===== src/rtl/usb_rx_pkt_ctrl.sv =====
// USB receive packet controller: checks SYNC/PID, sorts packets by type and sends DATA payload to the RX FIFO.
// A 2-byte holdoff keeps the CRC16 trailer out of the FIFO.
module usb_rx_pkt_ctrl #(
  parameter int unsigned MAX_DATA = 64,
  parameter int unsigned TIMEOUT  = 255
) (
  input  logic       clk,
  input  logic       rst,
  input  logic       d_edge,
  input  logic       byte_complete,
  input  logic [7:0] rx_byte,
  input  logic       eop,
  input  logic       stuff_err,
  input  logic       crc5_ok,
  input  logic       crc16_ok,
  input  logic       fifo_full,
  output logic       enable_timer,
  output logic [2:0] rx_packet,
  output logic [7:0] rx_packet_data,
  output logic       store_rx_packet_data,
  output logic       busy
);

  localparam int unsigned TW = $clog2(TIMEOUT + 1);
  localparam int unsigned CW = $clog2(MAX_DATA + 2);

  typedef enum logic [2:0] {
    S_IDLE, S_SYNC, S_PID, S_TOKEN, S_HS, S_DATA, S_ERR, S_DONE
  } state_t;

  state_t         state, state_next;
  logic [2:0]     result, result_next;
  logic           err_eop, err_eop_next;
  logic [7:0]     h0, h1;
  logic [1:0]     fill, tok_cnt;
  logic [CW-1:0]  stored;
  logic [TW-1:0]  timer;
  logic           store_req, shift, tok_inc, timed_out;
  logic [2:0]     code;

  function automatic logic [2:0] pid_code(input logic [7:0] b);
    if (b[7:4] != ~b[3:0]) return 3'd7;
    case (b)
      8'hE1:   return 3'd1;
      8'h69:   return 3'd2;
      8'hC3:   return 3'd3;
      8'h4B:   return 3'd4;
      8'hD2:   return 3'd5;
      8'h5A:   return 3'd6;
      default: return 3'd7;
    endcase
  endfunction

  assign timed_out    = (timer == TW'(TIMEOUT));
  assign busy         = (state != S_IDLE);
  assign enable_timer = (state != S_IDLE) && (state != S_DONE);
  assign code         = pid_code(rx_byte);

  always_comb begin
    state_next   = state;
    result_next  = result;
    err_eop_next = err_eop;
    store_req    = 1'b0;
    shift        = 1'b0;
    tok_inc      = 1'b0;
    case (state)
      S_IDLE: if (d_edge) state_next = S_SYNC;
      S_DONE: state_next = S_IDLE;
      S_ERR:  if (err_eop || eop || timed_out) state_next = S_DONE;
      default: begin
        if (timed_out) begin
          state_next  = S_DONE;
          result_next = 3'd7;
        end else if (stuff_err) begin
          state_next   = S_ERR;
          err_eop_next = eop;
        end else begin
          // eop takes priority over a byte_complete in the same cycle
          case (state)
            S_SYNC: begin
              if (eop) begin
                state_next   = S_ERR;
                err_eop_next = 1'b1;
              end else if (byte_complete) begin
                state_next = (rx_byte == 8'h80) ? S_PID : S_ERR;
              end
            end
            S_PID: begin
              if (eop) begin
                state_next   = S_ERR;
                err_eop_next = 1'b1;
              end else if (byte_complete) begin
                result_next = code;
                case (code)
                  3'd1, 3'd2: state_next = S_TOKEN;
                  3'd3, 3'd4: state_next = S_DATA;
                  3'd5, 3'd6: state_next = S_HS;
                  default:    state_next = S_ERR;
                endcase
              end
            end
            S_TOKEN: begin
              if (eop) begin
                if (tok_cnt == 2'd2 && crc5_ok) state_next = S_DONE;
                else begin
                  state_next   = S_ERR;
                  err_eop_next = 1'b1;
                end
              end else if (byte_complete) begin
                if (tok_cnt == 2'd2) state_next = S_ERR;
                else tok_inc = 1'b1;
              end
            end
            S_HS: begin
              if (eop) state_next = S_DONE;
              else if (byte_complete) state_next = S_ERR;
            end
            S_DATA: begin
              if (eop) begin
                if (fill == 2'd2 && crc16_ok) state_next = S_DONE;
                else begin
                  state_next   = S_ERR;
                  err_eop_next = 1'b1;
                end
              end else if (byte_complete) begin
                if (fill != 2'd2) shift = 1'b1;
                else if (fifo_full || stored == CW'(MAX_DATA)) state_next = S_ERR;
                else begin
                  shift     = 1'b1;
                  store_req = 1'b1;
                end
              end
            end
            default: state_next = S_ERR;
          endcase
        end
        if (state_next == S_ERR) result_next = 3'd7;
      end
    endcase
  end

  always_ff @(posedge clk) begin
    if (rst) begin
      state                <= S_IDLE;
      result               <= '0;
      err_eop              <= 1'b0;
      rx_packet            <= '0;
      rx_packet_data       <= '0;
      store_rx_packet_data <= 1'b0;
      h0                   <= '0;
      h1                   <= '0;
      fill                 <= '0;
      tok_cnt              <= '0;
      stored               <= '0;
      timer                <= '0;
    end else begin
      state                <= state_next;
      result               <= result_next;
      err_eop              <= err_eop_next;
      store_rx_packet_data <= store_req;
      if (store_req) begin
        rx_packet_data <= h1;
        stored         <= stored + 1'b1;
      end
      if (shift) begin
        h1 <= h0;
        h0 <= rx_byte;
        if (fill != 2'd2) fill <= fill + 1'b1;
      end
      if (tok_inc) tok_cnt <= tok_cnt + 1'b1;
      if (state == S_IDLE || state != state_next || byte_complete || eop)
        timer <= '0;
      else
        timer <= timer + 1'b1;
      if (state == S_DONE) rx_packet <= result;
      if (state == S_IDLE) begin
        fill    <= '0;
        tok_cnt <= '0;
        stored  <= '0;
        err_eop <= 1'b0;
        if (d_edge) rx_packet <= '0;
      end
    end
  end

endmodule

===== config.mk =====
export PLATFORM = sky130hd
export DESIGN_NAME = usb_rx_pkt_ctrl
export DESIGN_NICKNAME = d
export VERILOG_FILES = /design/src/rtl/usb_rx_pkt_ctrl.sv
export SDC_FILE = /design/constraint.sdc
export NUM_CORES = 1
export LEC_CHECK = 0
export BUFFER_PORTS_ARGS = -buffer_cell sky130_fd_sc_hd__buf_2
export CORE_ASPECT_RATIO = 0.75
export CORE_MARGIN = 8
export CORE_UTILIZATION = 50
export CTS_CLUSTER_DIAMETER = 80
export DETAILED_ROUTE_END_ITERATION = 8
export HOLD_SLACK_MARGIN = 0.03
export PLACE_DENSITY_LB_ADDON = 0.2
export SLEW_MARGIN = 10
export SYNTH_ARGS = -nofsm -noshare
export SYNTH_HDL_FRONTEND = slang
export SYNTH_SLANG_ARGS = --single-unit

===== constraint.sdc =====
create_clock -name clk -period 4.8 [get_ports clk]
set_input_delay 0.24 -clock clk [delete_from_list [all_inputs] [get_ports clk]]
set_output_delay 0.24 -clock clk [all_outputs]
set_load 0.02 [all_outputs]

==> impl_metrics.yaml <==
status:
  status: "finished clean"
clock_network:
  htree_levels: 2
  path_clk_slew_ps: 110
  numCtsBuffers: 5
  cts_resized: 0
  cts_tree: "built"
  numClockSinks: 54
  cts_hold_buffers: 0
  clockBufferDepth: 2
  clkLatencyLatePin_ps: 310
  cts_setup_buffers: 0
  cts-root-buf: "clkbuf_8"
die:
  dieWidth_um: 100.0
  die_area_um2: 7904
  die_y_um: 79.02
  fp-row-count: 23
  fp.coreArea_um2: 5238
  start_util_pct: 50.55
  ioPinCount: 31
synth:
  synth_flop_cell: "dfxtp_1"
  synth-seq-area-share_pct: 40.83
  synth_cells: 291
  async_flop_share_pct: 0
  ys_ff_latch: 54
  syn_area_um2: 2648
  synth_nets: 313
  synth_enable_flop_cells: 0
  synth_cell_types: 55
  avgSynthCellArea_um2: 9.098
  synth_warnings: 0
detailed_routing:
  via_per_inst: 5.268
  vias: 2065
  drtAntennaViolNets: 0
  routedWlPerCell_um: 13.30
  wirelength_um: 5214
  firstDrtPassIters: 4
  drt_iter0_drc: 142
  remaining_drc_errors: 0
setup_path:
  worst_ep_arrival_time_ps: 3000
  cp_max_fo: 18
  crit_type: "reg2reg"
  worst_setup_path_end_kind: "register"
  required_ps: 5040
  critPathLaunchType: "register"
grt:
  grt-ovfl-total: 0
  grt_pass1_wl_um: 9287
  grt_usage_pct: 14.26
  antenna_found_initial: 0
  grt_max_degree: 34
  grt_pass1_vias: 1959
sta:
  final.period_utilization_pct: 57.35
  slew_headroom_pct: 24.69
  tightest_slew_ps: 1130
  skew_ps: 7.931
  slew_violations: 0
  hold_viol_final: 0
  fmax_mhz: 363.3
  finalSetupViolCount: 0
  rsz0062_at_grt: "false"
  fin_setup_tns_ps: 0
  period_needed_ps: 2753
pwr:
  switchingPower_mw: 0.2988
  combPwrFrac_pct: 18.8
  p_int_mw: 0.6471
  cellPowerDensity_nw_per_um2: 324.9
  ir_drop_mv: 0.1662
  p_sw_share_pct: 31.59
  power_frac_seq_pct: 52.9
  clock_power_share_pct: 28.3
  power_leakage_nw: 1.084
place:
  hpwl_um: 3867
  port_buffers: 30
  gp_congestion: 0.8391
cells_and_area:
  drive_gt1_share_pct: 16.09
  final_nets: 338
  final_common_cell: "nor2_1"
  syn2layout_area_growth_pct: 9.972
  postLayoutCoreUtil_pct: 55.59
  antenna_cells: 0
  final_cell_mix: "nor2_1 (59), dfxtp_1 (54), buf_2 (30), mux2i_1 (28)"
flow_run:
  max_cap_violations: 0
min_path:
  worstHoldPathType: "in2reg"
[cell families (layout without fill, tap and decap cells)]
| logic type | count (synthesis) | count (layout) | synth area share, % |
|---|---|---|---|
| flops | 54 | 54 | 40.83 |
| compound gates | 40 | 40 | 11.11 |
| simple gates | 124 | 124 | 25.10 |
| buf+inv | 24 | 50 | 4.631 |
| mux | 28 | 28 | 10.59 |
| xor+xnor | 15 | 15 | 4.962 |
| fa+ha+maj | 6 | 6 | 2.788 |
[worst max-delay path, cell delays in order (launching register included)]
cell and delay [ps]:
dfxtp_1 750, nand3b_2 240, nor4b_2 280, and4_1 660
nand4_1 240, or3_1 380, a21oi_1 130
[flip-flops by register name, summed over array words and instances, names as in the netlist]
register,cells
h1,8
result,3
store_rx_packet_data,1
rx_packet,3
timer,8
h0,8
state,3
stored,7
rx_packet_data,8
tok_cnt,2
err_eop,1
fill,2
[area by class of cell]
cell class	count	area, um2
fill	507	2326
timing repair buffer	30	150.1
multi-input combinational	213	1444
clock buffer	5	68.82
clock inverter	3	28.78
inverter	12	45.04
sequential	54	1081
tap	75	93.84
[per-layer routing]
| metal | wire (um) | vias up | GRT usage, % |
|---|---|---|---|
| met5 | 0 | - | 0 |
| met4 | 35 | 0 | 3.910 |
| met3 | 225 | 2 | 4.192 |
| met2 | 2291 | 39 | 21.33 |
| met1 | 2662 | 964 | 19.48 |
| li1 | - | 1060 | - |
[through the flow]
stage          power, mW  worst slack (ps)  instance area (um2)  cells  hold WS (ps)
2_1_floorplan     0.6483              2850                 2648    291         387.2
3_3_place_gp      0.6862              2103                 2814    384         463.8
3_5_place_dp      0.6871              2059                 2814    384         463.7
4_1_cts           0.9564              2021                 2912    392         201.5
5_1_grt            1.003              1739                 2912    392         216.0
6_report          0.9459              2047                 2912    392         207.9
[worst paths after layout]
check | end | slack, ps | start | cells after the start
worst min register to register | result[0] | 470 | result[0] | 2
worst max register to register | stored[6] | 2050 | state[0] | 6
worst min-delay path | h0[6] | 210 | rx_byte[6] | 3
worst max-delay path | stored[6] | 2050 | state[0] | 6
[synth_stat cells, drive strengths merged, types with 7 or more instances]
cell / instances / area share, %
a21oi: 7 / 1.5
buf: 7 / 2.2
dfxtp: 54 / 41
inv: 12 / 1.7
mux2i: 28 / 11
nand2: 12 / 1.7
nand2b: 8 / 2.0
nand3: 9 / 1.7
nand4: 7 / 1.9
nor2: 59 / 8.4
o21ai: 9 / 1.8
xnor2: 7 / 2.3
xor2: 8 / 2.6
[power by group through the flow]
| stage | Sequential (mW) | Combinational [mW] | Clock, mW |
|---|---|---|---|
| 6_report | 0.500 | 0.178 | 0.268 |
| 5_1_grt | 0.505 | 0.197 | 0.300 |
| 4_1_cts | 0.500 | 0.178 | 0.279 |
| 3_5_place_dp | 0.510 | 0.177 | 0 |
| 3_3_place_gp | 0.510 | 0.176 | 0 |
| 2_1_floorplan | 0.486 | 0.163 | 0 |
(Power assumes the default switching activity.)
